<file path="config.mk">
export PLATFORM = sky130hd
export DESIGN_NAME = spinet_spi_port
export DESIGN_NICKNAME = d
export VERILOG_FILES = /design/src/rtl/spinet_spi_port.sv
export SDC_FILE = /design/constraint.sdc
export NUM_CORES = 1
export LEC_CHECK = 0
export ABC_AREA = 0
export BUFFER_PORTS_ARGS = -buffer_cell sky130_fd_sc_hd__clkbuf_2
export CAP_MARGIN = 20
export CORE_MARGIN = 1
export CORE_UTILIZATION = 50
export CTS_CLUSTER_SIZE = 16
export DETAILED_ROUTE_END_ITERATION = 12
export PLACE_DENSITY_LB_ADDON = 0.12
export REMOVE_ABC_BUFFERS = 1
export SLEW_MARGIN = 25
export SYNTH_ARGS = -nofsm -noshare
export SYNTH_HDL_FRONTEND = slang
export SYNTH_SLANG_ARGS = --single-unit
</file>
<file path="constraint.sdc">
create_clock -name clk -period 1.7 [get_ports clk]
set_clock_uncertainty 0.15 [all_clocks]
set_input_delay 0.255 -clock clk [delete_from_list [all_inputs] [get_ports clk]]
set_output_delay 0.255 -clock clk [all_outputs]
set_load 0.005 [all_outputs]
</file>
<file path="src/rtl/spinet_spi_port.sv">
// spinet_spi_port: SPI slave bridging an external host to a spinet ring node
`timescale 1ns/1ps
module spinet_spi_port #(
    parameter logic [2:0] ADDR = 3'd0
) (
    input  logic        clk,
    input  logic        resetn,
    input  logic        sck,
    input  logic        ss,
    input  logic        mosi,
    output logic        miso,
    output logic        txrdy,
    output logic        rxrdy,
    output logic        tx_valid,
    output logic [15:0] tx_data,
    input  logic        tx_ready,
    input  logic        rx_valid,
    input  logic [15:0] rx_data,
    output logic        rx_ready
);
    typedef enum logic [1:0] {IDLE, SHIFT, DONE} state_t;
    state_t state, state_nx;
    logic [1:0] sck_s, ss_s, mosi_s, live;
    logic sck_q, ss_q, armed, from_rx;
    logic [15:0] out_sr, cap_sr, rx_buf;
    logic [4:0] cnt;
    logic sck_rise, sck_fall, ss_fall, ss_rise, drain, full, tx_load;
    assign sck_rise = sck_s[1] & ~sck_q;
    assign sck_fall = ~sck_s[1] & sck_q;
    // a transfer may only start once ss has been seen high after reset
    assign ss_fall = armed & ss_q & ~ss_s[1];
    assign ss_rise = ~ss_q & ss_s[1];
    assign drain = tx_valid & tx_ready;
    assign full = state == DONE && cnt == 5'd16;
    assign tx_load = full && cap_sr[15] && (txrdy || drain);
    assign miso = out_sr[15];
    assign tx_valid = ~txrdy;
    assign rx_ready = ~rxrdy & (state == IDLE);
    always_comb begin
        state_nx = state;
        state_nx = (state == IDLE && ss_fall) ? SHIFT :
                   (state == SHIFT && ss_rise) ? DONE :
                   (state == DONE) ? IDLE : state;
    end
    always_ff @(posedge clk or negedge resetn) begin
        if (!resetn) begin
            state <= IDLE;
            sck_s <= 2'b00;
            ss_s <= 2'b11;
            mosi_s <= 2'b00;
            sck_q <= 1'b0;
            ss_q <= 1'b1;
            live <= 2'b00;
            armed <= 1'b0;
            out_sr <= '0;
            cap_sr <= '0;
            cnt <= '0;
            from_rx <= 1'b0;
            rx_buf <= '0;
            rxrdy <= 1'b0;
            tx_data <= '0;
            txrdy <= 1'b1;
        end else begin
            state <= state_nx;
            sck_s <= {sck_s[0], sck};
            ss_s <= {ss_s[0], ss};
            mosi_s <= {mosi_s[0], mosi};
            sck_q <= sck_s[1];
            ss_q <= ss_s[1];
            live <= {live[0], 1'b1};
            armed <= armed | (live[1] & ss_s[1]);
            if (state == IDLE && ss_fall) begin
                out_sr <= rxrdy ? rx_buf : 16'h0000;
                from_rx <= rxrdy;
                cap_sr <= '0;
                cnt <= '0;
            end else if (state == SHIFT && !ss_rise) begin
                if (sck_rise) begin
                    cap_sr <= {cap_sr[14:0], mosi_s[1]};
                    cnt <= cnt + 5'(cnt != 5'd16);
                end
                if (sck_fall)
                    out_sr <= {out_sr[14:0], 1'b0};
            end else if (state == DONE) begin
                out_sr <= '0;
                cnt <= '0;
                from_rx <= 1'b0;
            end
            if (full && from_rx)
                rxrdy <= 1'b0;
            else if (rx_valid && rx_ready) begin
                rx_buf <= rx_data;
                rxrdy <= 1'b1;
            end
            // a same-cycle drain frees the slot so the new packet still lands
            if (tx_load) begin
                tx_data <= {cap_sr[15:11], ADDR, cap_sr[7:0]};
                txrdy <= 1'b0;
            end else if (drain)
                txrdy <= 1'b1;
        end
    end
endmodule

</file>
# Word-level counts from Yosys, hierarchy flattened
# Index checks and enable logic that the tools add are counted.
dict set report classes {
  addsub 1
  n_eq_ne 7
  muxes 22
  bitwise_logic 16
  reduce_logical 23
}
# op count
set ops {}
lappend ops {{two-way mux 16 bit} 8}
lappend ops {{two-way mux 5 bit} 4}
lappend ops {{AND reduction 2 bit} 5}
lappend ops {{nonzero test 2 bit} 5}
lappend ops {{bitwise AND 1 bit} 8}
lappend ops {{logical AND 1 bit} 8}
lappend ops {{two-way mux 1 bit} 7}
lappend ops {{inverter 1 bit} 7}
lappend ops {{two-way mux 2 bit} 3}
lappend ops {{!= test 3 bit, second input constant} 2}
lappend ops {{nonzero test 3 bit} 2}
lappend ops {{adder 5 x 1 -> 5 bit} 1}
lappend ops {{== test 5 bit, second input constant} 1}
lappend ops {{!= test 5 bit, second input constant} 1}
lappend ops {{== test 2 x 1 -> 1 bit, second input constant} 1}
lappend ops {{== test 2 bit, second input constant} 1}
lappend ops {{zero test 2 bit} 1}
lappend ops {{!= test 2 bit, second input constant} 1}
lappend ops {{zero test 1 bit} 1}
lappend ops {{logical OR 1 bit} 1}
lappend ops {{bitwise OR 1 bit} 1}
dict set report totals {
  register_bits 82
  input_bits 23
  output_inout_bits 21
  elab_cells 85
}

# Longest topological paths before layout
dict set report logic_depth {
  ltp_word 6
  ltp_mapped 8
  depth_no_buf 8
}

# Least setup slack after synthesis
# No wires, ideal clock.
dict set report synth_path {
  kind {register to register}
  start {register ss_q}
  end {register out_sr[10]}
  setup_time_ps 125
  t_arrival_ps 1614
  required_ps 1425
  setup_slack_ps -189
  path_stages_with_launch 7
  n_path_buf 2
  synth_period_minus_slack_ps 1889
  cell_sequence {dfstp_2 > nor2b_4 > nor3b_4 > a31o_1 > buf_6 > buf_8 > mux2_4}
}
dict set report synth_between {
  elab_chain_len 6
}
# element line
set synth_rtl {}
lappend synth_rtl {{start: declaration} 24} ;# logic sck_q, ss_q, armed, from_rx;
lappend synth_rtl {{start signal: assignment} 69} ;# ss_q <= ss_s[1];
lappend synth_rtl {{inverter 1 bit} 32} ;# assign ss_rise = ~ss_q & ss_s[1];
lappend synth_rtl {{bitwise AND 1 bit} 32}
lappend synth_rtl {{zero test 1 bit} 77} ;# end else if (state == SHIFT && !ss_rise) begin
lappend synth_rtl {{logical AND 1 bit} 77}
lappend synth_rtl {{!= test 3 bit (no line) (tied with other cells)} n/a}
lappend synth_rtl {{AND reduction 2 bit (no line) / two-way mux 16 bit (equally long branches)} n/a}
lappend synth_rtl {{end signal: assignment} 73} ;# out_sr <= rxrdy ? rx_buf : 16'h0000;
lappend synth_rtl {{end signal: assignment} 83} ;# out_sr <= {out_sr[14:0], 1'b0};
lappend synth_rtl {{end: declaration} 25} ;# logic [15:0] out_sr, cap_sr, rx_buf;
# Parallel ways exist; a longest one is shown, timed or not.
# A chain may end at the register's enable or synchronous reset.

# Worst setup path after layout
dict set report layout_path {
  start {register ss_s[1]}
  end {register out_sr[14]}
}
dict set report layout_between {
  elab_chain_len 5
}
# element line
set layout_rtl {}
lappend layout_rtl {{start: declaration} 23} ;# logic [1:0] sck_s, ss_s, mosi_s, live;
lappend layout_rtl {{start signal: assignment} 66} ;# ss_s <= {ss_s[0], ss};
lappend layout_rtl {{bitwise AND 1 bit / inverter 1 bit (equally long branches)} {32, 31}}
lappend layout_rtl {{zero test 1 bit / bitwise AND 1 bit (equally long branches)} {77, 31}}
lappend layout_rtl {{logical AND 1 bit (on tied branches)} {77, 72}}
lappend layout_rtl {{!= test 3 bit (no line) (tied with other cells)} n/a}
lappend layout_rtl {{AND reduction 2 bit (no line) / two-way mux 16 bit (equally long branches)} n/a}
# Parallel ways exist; a longest one is shown, timed or not.

==> Flow_metrics.wiki <==
{| class="wikitable"
! Metric !! Value
|-
| Vias per cell || 5.323
|-
| Most area-hungry cell type in the Yosys netlist || dfrtp_1
|-
| Top post-synthesis cells by area || dfrtp_1 (58%), a22o_1 (8.6%), mux2_2 (8.4%)
|-
| Sequential-to-total area share from yosys stat || 61.07%
|-
| Primary flip-flop cell chosen by synthesis mapping || dfrtp_1
|-
| Skew-Pair Late Insertion Delay || 350 ps
|-
| Instance count of the mapped netlist || 230
|-
| Design area || 4528 µm²
|-
| Overflow left after global routing || 0
|-
| TritonCTS clock tree || built
|-
| Required time at the endpoint of the critical path || 1790 ps
|-
| First drt pass iteration count || 8
|-
| Register bit count reported by yosys || 82
|-
| Period utilization || 108.5%
|-
| Routability congestion estimate || 0.7589
|-
| Worst reg2reg startpoint || ss_s[1]
|-
| Standard cell area after detailed placement || 3840 µm²
|-
| Largest vdd supply drop || 0.0007738 V
|-
| Number of failing setup endpoints in the final timing report || 35
|-
| Class of the worst hold path || in -> reg
|-
| Worst hold-check slack || 35.24 ps
|-
| Number of remaining DRC errors || 9
|-
| Worst hold path endpoint || txrdy
|-
| Routed wire length || 6.394 mm
|-
| Wire length per cell || 15.75 µm
|-
| Detailed router's first-iteration violation count || 107
|-
| Minimum setup slack after placement || -115.4 ps
|-
| Row count || 29
|-
| Reported leakage power || 2.176 nW
|-
| Global-route wire length before repair || 10.34 mm
|-
| Critical path class || reg -> reg
|-
| Vias post-DR || 2161
|-
| Startpoint of the worst hold path || tx_ready
|-
| Area growth syn-to-layout || 34.44%
|-
| Global routing usage summed across all routing layers || 18.95%
|-
| Share of synthesized flip-flops with an asynchronous set or reset || 100.0%
|-
| Number of top-level pins || 44
|-
| Total core area || 6422 µm²
|-
| Cells on Worst Hold Path || 3
|-
| Status || complete, but fails checks
|-
| Max-capacitance violation count || 0
|-
| Initial cell density of the core || 52.44%
|-
| Final slew viol count || 0
|-
| Share of the synthesized area in the top cell type || 57.95%
|-
| Post-synthesis instance area || 3368 µm²
|-
| Clock Tree Root || clkbuf_8
|-
| CTS clock-pin slew for the worst setup and hold paths || 80 ps
|-
| Setup repair after global routing missed its margin || true
|-
| TritonCTS sink count || 82
|-
| Number of H-tree levels || 3
|-
| Total die area || 7069 µm²
|-
| Tot Pwr || 0.005525 W
|-
| Floorplan die width || 84.08 µm
|-
| Fraction of layout instances using a drive strength above 1 || 45.59%
|-
| Leading cell type by number of instances after synthesis || dfrtp_1
|-
| FF-to-FF setup slack || -150 ps
|-
| Critical path fanouts, max || 8
|-
| Final HPWL from detailed placement || 3.798 mm
|-
| Maximum operating frequency || 542.0 MHz
|-
| Pin count of the biggest net entering global routing || 30
|-
| Failing checks || design-rule violations, negative setup slack
|-
| Setup ws final || -145.1 ps
|-
| Startpoint class of the critical path || flip-flop
|-
| Layout net count || 350
|-
| Number of enable-type register cells in the synthesized netlist || 0
|-
| Fin. Hold Viols || 0
|-
| Endpoint class of the critical path || flip-flop
|-
| Antenna Violating Nets Remaining || 0
|-
| Mean Syn Cell Area || 14.64 µm²
|-
| Quantity of I/O buffers inserted on ports || 40
|-
| Arrival time at the worst endpoint || 1940 ps
|-
| YS warnings || 0
|-
| Final critical-path required period || 1845 ps
|-
| Unique cell type count in the Yosys netlist || 37
|-
| Number of antenna diodes || 0
|-
| Most frequent cells after synthesis || dfrtp_1 (78), a22o_1 (33), mux2_2 (25), mux2_1 (9), mux2_4 (9)
|-
| Die Span Y || 84.08 µm
|-
| CTS Buf Count || 9
|-
| Vias in the first global route || 2141
|-
| Reg-to-reg endpoint || out_sr[14]
|-
| Antenna violations before repair || 0
|-
| Longest Clk Path Bufs || 2
|-
| Power Dens Cells || 1220 nW/µm²
|-
| Worst R2R Path Depth || 7
|}
==> per-stage QoR <==
stage / std cells / setup TNS [ps] / util, %
floorplan: 217 / -34870 / -
global placement: 360 / -1060 / 59.79
detailed placement: 360 / -1715 / 59.79
CTS: 400 / -2058 / 67.58
global route: 406 / -6410 / 70.50
finish: 406 / -3170 / 70.50
==> repair_timing <==
item	CTS	global route
pin swaps	2	3
endpoints found under the hold margin	45	0
setup buffers	3	4
cloned	1	2
resized for setup	8	27
setup endpoints to repair	46	66
hold buffers	20	0
==> cell type report <==
class	instances	area (µm²)
repair buffers	96	827.0
well taps	77	96.34
multi-input cells	129	1297
fillers	441	1894
clock inverters	7	101.3
clock buffers	9	123.9
inverters	6	22.52
flip-flops and latches	82	2059
==> layer usage <==
| metal | vias to the layer above | share of wire, % | track usage, % |
|---|---|---|---|
| met5 | - | 0 | 0 |
| met4 | 0 | 1.2 | 8.464 |
| met3 | 10 | 3.9 | 4.055 |
| met2 | 52 | 46 | 27.50 |
| met1 | 1074 | 49 | 27.49 |
| li1 | 1025 | - | - |
==> worst max-delay path by stage <==
stage,start,to,slack [ps],cells after the start
after floorplan,ss_q,cap_sr[0],-920,4
after global placement,ss_q,out_sr[1],-70,5
after detailed placement,ss_q,out_sr[1],-120,5
after CTS,ss_q,out_sr[15],-130,5
after global routing,ss_s[1],out_sr[7],-170,7
final,ss_s[1],out_sr[14],-150,7
==> registers in the layout, summed over array words and instances (netlist names) <==
| register | cells |
|---|---|
| cap_sr | 16 |
| out_sr | 16 |
| rx_buf | 16 |
| tx_data | 13 |
| cnt | 5 |
| live | 2 |
| mosi_s | 2 |
| sck_s | 2 |
| ss_s | 2 |
| state | 2 |
| armed | 1 |
| from_rx | 1 |
| rxrdy | 1 |
| sck_q | 1 |
| ss_q | 1 |
| txrdy | 1 |
==> cells by family after synthesis <==
logic type	share of synthesized area (%)
flops	61.07
compound gates	12.07
mux	15.38
simple gates	5.981
buf+inv	4.160
fa+ha+maj	1.115
other cells	0.2230
==> where the power goes <==
part	switching [W]	internal (W)	leakage [nW]
logic	0.000533	0.000784	1.01
clock network	0.000742	0.000840	0.106
registers	0.000272	0.00235	1.06
total	0.00155	0.00398	2.18
==> placed cells by master (no fill, tap or decap), drive strengths merged <==
cell type,instances
o21ai,5
o2bb2ai,2
nand3b,2
a31oi,1
nor3,6
dfstp,4
a21o,2
dlygate4sd3,20
nor4b,2
bufinv,2
nand2,2
clkinv,1
clkbuf,50
buf,35
and2,1
o21a,2
nor3b,2
nand2b,1
nor2b,1
nor2,5
clkinvlp,2
a21oi,6
inv,8
nand3,3
ha,3
or3b,1
conb,4
a22o,33
mux2,43
dfrtp,78
or2,1
a31o,1
==> critical path, stage by stage (launching register included) <==
cell	delay (ps)
dfstp_2	560
nand3b_4	140
buf_6	110
nor4b_4	40
buf_4	150
clkbuf_16	160
a22o_1	180
mux2_2	260
No activity file was read; power rests on OpenSTA's default activity.
